`src/rtl/traffic_pkg.sv`:
```
// Shared state encoding, lamp encoding and default timing for the traffic lamp driver.
package traffic_pkg;

  typedef enum logic [2:0] {
    ALL_RED   = 3'd0,
    EW_GREEN  = 3'd1,
    EW_YELLOW = 3'd2,
    NS_GREEN  = 3'd3,
    NS_YELLOW = 3'd4
  } state_t;

  // One-hot lamp word ordered {Red, Yellow, Green}
  typedef logic [2:0] lamp_t;
  localparam lamp_t LAMP_RED    = 3'b100;
  localparam lamp_t LAMP_YELLOW = 3'b010;
  localparam lamp_t LAMP_GREEN  = 3'b001;

  localparam int DEF_MIN_GREEN_CYCLES = 5;
  localparam int DEF_YELLOW_CYCLES    = 3;
  localparam int DEF_ALLRED_CYCLES    = 2;

  function automatic int timer_width(input int a, input int b, input int c);
    int m;
    m = a;
    if (b > m) m = b;
    if (c > m) m = c;
    return ($clog2(m) < 1) ? 1 : $clog2(m);
  endfunction

endpackage

```
`src/rtl/traffic_phase_timer.sv`:
```
// Loadable saturating down-counter timing each lamp phase; expired when it reaches zero.
module traffic_phase_timer #(
  parameter int            W           = 1,
  parameter logic [W-1:0]  RESET_VALUE = '0
) (
  input  logic         Clock,
  input  logic         Reset,
  input  logic         load,
  input  logic [W-1:0] load_value,
  output logic         expired
);

  logic [W-1:0] count;

  always_ff @(posedge Clock) begin
    if (Reset) begin
      count <= RESET_VALUE;
    end else if (load) begin
      count <= load_value;
    end else if (count != '0) begin
      count <= count - W'(1);
    end
  end

  assign expired = (count == '0);

endmodule

```
`src/rtl/traffic_lamp_driver.sv`:
```
// Turns the controller's per-direction go requests into safe lamp drive with
// minimum green, fixed yellow and all-red clearance, and flags conflicting requests.
module traffic_lamp_driver
  import traffic_pkg::*;
#(
  parameter int MIN_GREEN_CYCLES = DEF_MIN_GREEN_CYCLES,
  parameter int YELLOW_CYCLES    = DEF_YELLOW_CYCLES,
  parameter int ALLRED_CYCLES    = DEF_ALLRED_CYCLES
) (
  input  logic Clock,
  input  logic Reset,
  input  logic EWLite,
  input  logic NSLite,
  output logic EWRed,
  output logic EWYellow,
  output logic EWGreen,
  output logic NSRed,
  output logic NSYellow,
  output logic NSGreen,
  output logic Conflict
);

  localparam int TW = timer_width(MIN_GREEN_CYCLES, YELLOW_CYCLES, ALLRED_CYCLES);
  localparam logic [TW-1:0] GREEN_LOAD  = TW'(MIN_GREEN_CYCLES - 1);
  localparam logic [TW-1:0] YELLOW_LOAD = TW'(YELLOW_CYCLES - 1);
  localparam logic [TW-1:0] ALLRED_LOAD = TW'(ALLRED_CYCLES - 1);

  state_t        state, state_next;
  logic          load;
  logic [TW-1:0] load_value;
  logic          expired;
  logic          conflict;
  lamp_t         ew_lamp, ns_lamp;

  traffic_phase_timer #(
    .W           (TW),
    .RESET_VALUE (ALLRED_LOAD)
  ) u_timer (
    .Clock      (Clock),
    .Reset      (Reset),
    .load       (load),
    .load_value (load_value),
    .expired    (expired)
  );

  assign conflict = EWLite & NSLite;

  always_ff @(posedge Clock) begin
    if (Reset) begin
      state    <= ALL_RED;
      Conflict <= 1'b0;
    end else begin
      state    <= state_next;
      Conflict <= conflict;
    end
  end

  // A conflict cuts a green short; otherwise green holds until min time and request drop
  always_comb begin
    state_next = state;
    load       = 1'b0;
    load_value = ALLRED_LOAD;
    case (state)
      ALL_RED: begin
        if (expired && EWLite && !NSLite) begin
          state_next = EW_GREEN;
          load       = 1'b1;
          load_value = GREEN_LOAD;
        end else if (expired && NSLite && !EWLite) begin
          state_next = NS_GREEN;
          load       = 1'b1;
          load_value = GREEN_LOAD;
        end
      end
      EW_GREEN: begin
        if (conflict || (expired && !EWLite)) begin
          state_next = EW_YELLOW;
          load       = 1'b1;
          load_value = YELLOW_LOAD;
        end
      end
      NS_GREEN: begin
        if (conflict || (expired && !NSLite)) begin
          state_next = NS_YELLOW;
          load       = 1'b1;
          load_value = YELLOW_LOAD;
        end
      end
      EW_YELLOW, NS_YELLOW: begin
        if (expired) begin
          state_next = ALL_RED;
          load       = 1'b1;
          load_value = ALLRED_LOAD;
        end
      end
      default: begin
        state_next = ALL_RED;
        load       = 1'b1;
        load_value = ALLRED_LOAD;
      end
    endcase
  end

  always_comb begin
    ew_lamp = LAMP_RED;
    ns_lamp = LAMP_RED;
    case (state)
      EW_GREEN:  ew_lamp = LAMP_GREEN;
      EW_YELLOW: ew_lamp = LAMP_YELLOW;
      NS_GREEN:  ns_lamp = LAMP_GREEN;
      NS_YELLOW: ns_lamp = LAMP_YELLOW;
      default: begin
        ew_lamp = LAMP_RED;
        ns_lamp = LAMP_RED;
      end
    endcase
  end

  assign {EWRed, EWYellow, EWGreen} = ew_lamp;
  assign {NSRed, NSYellow, NSGreen} = ns_lamp;

endmodule
```
`config.mk`:
```
export PLATFORM = sky130hd
export DESIGN_NAME = traffic_lamp_driver
export DESIGN_NICKNAME = d
export VERILOG_FILES = /design/src/rtl/traffic_pkg.sv /design/src/rtl/traffic_phase_timer.sv /design/src/rtl/traffic_lamp_driver.sv
export SDC_FILE = /design/constraint.sdc
export NUM_CORES = 1
export LEC_CHECK = 0
export CAP_MARGIN = 10
export CORE_MARGIN = 5
export CORE_UTILIZATION = 42
export DETAILED_ROUTE_END_ITERATION = 8
export DONT_BUFFER_PORTS = 1
export GPL_TIMING_DRIVEN = 0
export PLACE_DENSITY = 0.58
export SYNTH_ARGS = -nofsm -noshare
export SYNTH_HDL_FRONTEND = slang
export SYNTH_HIERARCHICAL = 1
export SYNTH_SLANG_ARGS = --single-unit
```
`constraint.sdc`:
```
create_clock -name Clock -period 5.13 [get_ports Clock]
set_clock_uncertainty 0.2 [all_clocks]
set_input_delay 0.513 -clock Clock [delete_from_list [all_inputs] [get_ports Clock]]
set_output_delay 0.513 -clock Clock [all_outputs]
set_load 0.03 [all_outputs]
```
==> Word level (Yosys, flattened, before mapping) <==
Index checks and enable logic that the tools add are counted.
{ "totals": {"ff_bits": 7, "in_bits": 4, "output_inout_bits": 7, "elab_cells": 50} }
{ "classes": {"n_addsub": 1, "n_eq_ne": 8, "muxes": 21, "bitwise_logic": 1, "n_reduce_logical": 16} }
{ "op_table": {"columns": ["operator", "count"], "rows": [
  ["$mux W3", 9],
  ["$pmux W3 S2", 2],
  ["$pmux W3 S4", 1],
  ["$pmux W3 S3", 1],
  ["$eq A3 B2 Y1 const B", 2],
  ["$logic_and A1 B1 Y1", 6],
  ["$logic_not A3 Y1", 2],
  ["$ne A2 B2 Y1 const B", 3],
  ["$mux W1", 5],
  ["$mux W2", 2],
  ["$pmux W1 S4", 1],
  ["$reduce_and A4 Y1", 1],
  ["$eq A3 B1 Y1 const B", 1],
  ["$eq A3 B3 Y1 const B", 1],
  ["$ne A3 B3 Y1 const B", 1],
  ["$reduce_bool A3 Y1", 1],
  ["$sub A3 B1 Y3 const B", 1],
  ["$logic_not A1 Y1", 2],
  ["$logic_or A1 B1 Y1", 2],
  ["$reduce_bool A2 Y1", 1],
  ["$reduce_or A2 Y1", 1],
  ["$and A1 B1 Y1", 1]
]} }

==> Logic depth before layout (Yosys ltp) <==
Gate-level depths: netlist of the first run.
{ "logic_depth": {"word_depth": 7, "depth_mapped": 9, "depth_no_buf": 8} }

==> Hierarchy <==
The synthesis of the first run kept the hierarchy.
{ "by_module_without_submodules": {"columns": ["mod", "n_inst", "cells_each", "area_each_um2", "seq_area_each_um2"], "rows": [
  ["traffic_lamp_driver", 1, 63, 519.2, 80.1],
  ["traffic_phase_timer", 1, 20, 191.4, 60.1]
]} }

==> Least setup slack after synthesis of the first run <==
No wires, ideal clock.
{ "synth_timing": {"path_type": "register to output", "start": "register state[1]", "end": "output port EWRed", "arrival_ns": 1.691, "t_required_ns": 4.417, "path_slack_ns": 2.726, "path_stages_with_launch": 5, "n_path_buf": 2, "cell_sequence": "dfxtp_1 -> buf_6 -> buf_6 -> nor3b_1 -> nor2_1"} }
{ "synth_via": {"elab_chain_cells": 2, "word_cells_on_any_way": 3, "classes_between": "2 x eq/ne; 1 x mux"} }
{ "synth_rtl": {"columns": ["item", "line_no", "text"], "rows": [
  ["start, declared", "traffic_lamp_driver.sv:28", "state_t state, state_next;"],
  ["start signal, assigned", "traffic_lamp_driver.sv:53", "state <= state_next;"],
  ["$eq A3 B2 Y1 or $eq A3 B1 Y1 (tied branches)", "traffic_lamp_driver.sv:107", "case (state)"],
  ["$pmux W3 S2 *", "traffic_lamp_driver.sv:107", null],
  ["end, declared", "traffic_lamp_driver.sv:14", "output logic EWRed,"]
]} }
Every way passes the cells marked *; elsewhere a longest branch is shown, timed or not.

==> Worst setup path in the final report of the first run <==
Ends and elaborated chain as after synthesis.

==> flow_metrics.tcl, run 1 <==
set metrics [dict create \
    drive_gt1_share_pct 24.1 \
    avgViaCountPerCell 6.11 \
    synthesis.nets 89 \
    routabilityCongestion 0.838 \
    hold-worst-slack_ns 0.128 \
    synth_area_um2 711 \
    clockPowerShare_pct 12.3 \
    io_buffers 0 \
    cts_buffers 3 \
    via_count 629 \
    timing.final.crit_period_ns 2.77 \
    post-cts-setup-buffers 0 \
    place_area_um2 731 \
    grt_antenna_before_repair 0 \
    grt_max_degree 11 \
    finish.utilization_pct 48.6 \
    drt_iter0_markers 7 \
    synth-async-reset-ratio_pct 0 \
    cap_violations 0 \
    reg2reg_slack_ns 2.54 \
    routedWlPerCell_um 15.3 \
    root_buffer "clkbuf_4" \
    p_per_area_nw_per_um2 527 \
    grt_pass1_vias 583 \
    nets 94 \
    cts_tree "built" \
    fin_crit_sh_pct 54.0 \
    drtPass1Iterations 3 \
    worstHoldEndpoint "state[1]" \
    leakage_nw 0.311 \
    post-dp-hpwl_um 1110 \
    timing.rr.end "u_timer/count[1]" \
    antenna_cells 0 \
    rsz0062_at_grt "no" \
    insertion_delay_ns 0.25 \
    slew_viol_final 0 \
    finalSetupTns_ns 0 \
    ys_types 41 \
    grt_overflow 0 \
    p_int_uw 217 \
    p_seq_share_pct 20.4 \
    io_pins 11 \
    cp.required_ns 4.42 \
    vdd_drop_max_mv 0.243 \
    ys.warnings.count 6 \
    switchingPower_uw 182 \
    grt_pass1_wl_um 2650 \
    cpMaxStageDelayCell "nor3b_1" \
    critPathCaptureType "output port" \
    synth-seq-area-share_pct 19.7 \
    post_cts_resize_count 0 \
    die_area_um2 2610 \
    synth_edf_count 0 \
    clock-sinks 7 \
    finalWirelength_um 1580 \
    worstPathMaxFanout 10 \
    core-area_um2 1560 \
    initial_core_util_pct 45.6 \
    startpoint_type "flop" \
    final_cell_mix "9 x nor2_1, 7 x dfxtp_1, 5 x buf_6" \
    outcome "completed" \
    syn_inst 83 \
    whs_path_depth 1 \
    r2r_start "u_timer/count[0]" \
    fp.dieW_um 51.1 \
    cp.arrival_ns 2.06 \
    clock_path_buffers 2 \
    fill_cells 154 \
    crit_path_frequent_cell "buf_6" \
    fmax_mhz 361 \
    syn_area_per_cell_um2 8.56 \
    layout_commonest_cell "nor2_1" \
    area_delta_synth_final_pct 6.51 \
    worstMarginPinSlew_ns 1.03 \
    final_area_um2 757 \
    worstHoldStart "Reset" \
    hp-class "in2reg" \
    power.total_uw 399 \
    ant_nets 0 \
    synthFlopType "dfxtp_1" \
    drc 0 \
    maxSlewHeadroom_pct 30.9 \
    r2r_cells 9 \
    htreeDepth 1 \
    clk_pin_slew_ns 0.05 \
    rows 14 \
    holdBufCountCts 0 \
    max_stage_delay_ns 0.84 \
    combPwrFrac_pct 67.3 \
    cp_cell_sequence "buf_6, buf_6, nor3b_1, nor2_1" \
    synth-seq-cells 7 \
    die-height_um 51.1 \
    p_sw_share_pct 45.5 \
    crit_type "reg2out" \
    setup_viol 0 \
    grt_util_all_layers_pct 13.4 \
    hold_viol 0 \
]
[flip-flops by register name (all words and copies together), names as in the netlist]
register       flops
u_timer/count      3
Conflict           1
state              3
[metal layers]
layer	wire [um]	up-vias	global-route usage, %	share of wire [%]
met5	0	-	0	0
met4	0	0	3.59	0
met3	98	0	6.98	6.2
met2	727	14	20.2	46
met1	755	302	16.8	48
li1	-	313	-	-
[logic make-up after synthesis]
logic type                 Yosys count  share of synthesized area, %
AOI/OAI and AO/OA                   22                          24.3
xor gates and xnor gates             1                          1.23
adders and majority gates            3                          5.10
buffers and inverters               11                          12.0
DFF                                  7                          19.7
muxes                                2                          3.17
and+or+nand+nor                     37                          34.5
[area by class of cell]
cell class | instances | area, um^2 | share of cell area, %
sequential | 7 | 140 | 18.5
clock buffer | 4 | 26.3 | 3.47
inverter | 3 | 11.3 | 1.49
tap | 16 | 20.0 | 2.64
multi-input combinational | 65 | 485 | 64.1
buffer | 8 | 73.8 | 9.75
[critical path, delay by kind of cell (launching register included)]
kind | cells | cell delay (ns)
AND/OR/NAND/NOR | 2 | 1.20
flip-flops | 1 | 0.32
buffers and inverters | 2 | 0.28
[power by group through the flow]
stage / combinational, mW / sequential (mW) / clock [mW]
CTS: 0.266 / 0.0812 / 0.0519
finish: 0.269 / 0.0813 / 0.0490
detailed placement: 0.265 / 0.0823 / 0
global placement: 0.265 / 0.0820 / 0
floorplan: 0.228 / 0.0811 / 0
global route: 0.294 / 0.0829 / 0.0546
[metrics by stage]
stage,instances,setup WS [ns]
6_report,103,2.36
4_1_cts,103,2.35
5_1_grt,103,2.24
2_1_floorplan,83,2.73
3_3_place_gp,99,2.56
3_5_place_dp,99,2.55
[Yosys cell counts (3+ instances only)]
master	instances	area, um^2
a21o_1	3	22.5
a21oi_1	3	15.0
buf_6	5	56.3
dfxtp_1	7	140
inv_1	3	11.3
nand2_1	4	15.0
nor2_1	9	33.8
nor2b_1	4	25.0
nor3b_2	4	50.1
[worst max-delay path by stage]
stage	startpoint	endpoint	slack (ns)	depth (start not counted)
after floorplan	state[1]	EWRed	2.73	4
after global placement	u_timer/count[0]	u_timer/count[1]	2.56	9
after detailed placement	u_timer/count[0]	u_timer/count[1]	2.55	9
after CTS	state[1]	EWRed	2.35	4
after global routing	state[1]	EWRed	2.24	4
final	state[1]	EWRed	2.36	4
Power figures use the tool's default switching activity.
==> inputs of run 2 (changes only) <==
--- a/config.mk
+++ b/config.mk
@@ -11,7 +11,7 @@
 export DETAILED_ROUTE_END_ITERATION = 8
 export DONT_BUFFER_PORTS = 1
 export GPL_TIMING_DRIVEN = 0
-export PLACE_DENSITY = 0.58
+export PLACE_DENSITY = 0.61
 export SYNTH_ARGS = -nofsm -noshare
 export SYNTH_HDL_FRONTEND = slang
 export SYNTH_HIERARCHICAL = 1
==> constraint.sdc (replaced) <==
create_clock -name Clock -period 2.4 [get_ports Clock]
set_clock_uncertainty 0.2 [all_clocks]
set_input_delay 0.24 -clock Clock [delete_from_list [all_inputs] [get_ports Clock]]
set_output_delay 0.24 -clock Clock [all_outputs]
set_load 0.03 [all_outputs]
==> run 2 against run 1 <==
  * Via count rose by 2.1%
  * Routed wire length rose by 3.7%
  * Sequential share of layout area fell by 1.4 points
  * Die area did not move
  * Global-route usage rose by 0.41 points
  * Cell area rose by 8.4%
  * Non-clock buffer count rose by 6
  * Cell count rose by 5.8%
  * Largest cell class unchanged
  * Highest routed layer unchanged
==> flow_metrics.tcl, run 2 (synthesized netlist as in run 1, its figures left out) <==
set metrics [dict create \
    avgViaCountPerCell 5.89 \
    hold-worst-slack_ns 0.115 \
    nets 100 \
    grt_util_all_layers_pct 13.9 \
    grt_max_degree 11 \
    area_delta_synth_final_pct 15.5 \
    setup_viol 0 \
    antenna_cells 0 \
    core-area_um2 1560 \
    drt_iter0_markers 12 \
    rsz0062_at_grt "no" \
    p_per_area_nw_per_um2 1120 \
    grt_overflow 0 \
    post-dp-hpwl_um 1120 \
    outcome "completed" \
    initial_core_util_pct 45.6 \
    cap_violations 0 \
    drtPass1Iterations 4 \
    hold_viol 0 \
    io_pins 11 \
    fmax_mhz 441 \
    worstPathMaxFanout 10 \
    cts_tree "built" \
    leakage_nw 0.349 \
    vdd_drop_max_mv 0.565 \
    io_buffers 0 \
    cp.arrival_ns 2.24 \
    routedWlPerCell_um 15.0 \
    final_cell_mix "9 x nor2_1, 7 x dfxtp_1, 6 x buf_4, 5 x buf_6, 5 x nor3b_2" \
    worstMarginPinSlew_ns 0.635 \
    via_count 642 \
    crit_type "reg2reg" \
    grt_pass1_wl_um 2730 \
    routabilityCongestion 0.856 \
    finalSetupTns_ns 0 \
    clk_pin_slew_ns 0.05 \
    maxSlewHeadroom_pct 57.5 \
    startpoint_type "flop" \
    fin_crit_sh_pct 94.6 \
    fp.dieW_um 51.1 \
    critPathCaptureType "flop" \
    hp-class "in2reg" \
    layout_commonest_cell "nor2_1" \
    rows 14 \
    grt_pass1_vias 561 \
    cp.required_ns 2.37 \
    clock-sinks 7 \
    place_ws_ns -0.156 \
    htreeDepth 1 \
    ant_nets 0 \
    finalWirelength_um 1640 \
    cts_buffers 3 \
    insertion_delay_ns 0.25 \
    slew_viol_final 0 \
    clock_path_buffers 2 \
    grt_antenna_before_repair 0 \
    drive_gt1_share_pct 30.1 \
    timing.final.crit_period_ns 2.27 \
    root_buffer "clkbuf_4" \
    layout_top_registers "state: 3 flops, u_timer/count: 3 flops, Conflict: 1 flops" \
    die-height_um 51.1 \
    finalWorstSetupSlack_ns 0.131 \
    drc 0 \
    power.total_uw 918 \
    die_area_um2 2610 \
    finish.utilization_pct 52.6 \
]
run 2: cell types whose count changed in the layout (fill, tap and decap cells not counted), sizes merged:
cell and change:
dlygate4sd3 +1, buf +5
run 2: report_power, final:
part | switching [mW] | internal [mW] | leakage (nW) | total (mW)
Combinational | 0.348 | 0.292 | 0.276 | 0.640
Sequential | 0.0200 | 0.153 | 0.0575 | 0.173
Clock | 0.0416 | 0.0633 | 0.0150 | 0.105
Total | 0.410 | 0.508 | 0.349 | 0.918
run 2: area by class of cell:
cell class	count	area, um^2
fill	150	738
multi-input combinational	65	502
inverter	3	11.3
buffer	8	73.8
sequential	7	140
tap	16	20.0
timing repair buffer	6	47.5
clock buffer	4	26.3
run 2: per-stage QoR:
step,instance area (um^2),std cells
2_1_floorplan,711,83
3_3_place_gp,731,99
3_5_place_dp,731,99
4_1_cts,783,104
5_1_grt,821,109
6_report,821,109
run 2: worst paths after layout:
check,startpoint,to,slack (ns),cells after the start
max,u_timer/count[0],u_timer/count[2],0.13,11
min,NSLite,Conflict,0.11,3
max reg2reg,u_timer/count[0],u_timer/count[2],0.13,11
min reg2reg,u_timer/count[1],u_timer/count[1],0.36,2
run 2: repair_timing:
action	in CTS	in global routing
resized for setup	3	0
setup buffers	0	5
setup endpoints to repair	2	1
hold buffers	1	0
hold endpoints to repair	7	0
pin swaps	1	2
run 2: worst max-delay path: stages, from the launching register on:
cell and delay (ns):
dfxtp_1 0.29, inv_1 0.12, ha_1 0.20, nor2b_4 0.20, buf_6 0.15, a21oi_1 0.04
a311o_1 0.31, o21ai_4 0.23, buf_4 0.16, buf_4 0.09, a211oi_1 0.03, nor3_1 0.16
run 2: routing by layer:
layer	vias to the layer above	part of all wire, %	GRT usage (%)
met2	23	43	18.2
li1	321	-	-
met4	0	0	4.48
met1	298	50	19.9
met3	0	7.3	5.81
met5	-	0	0
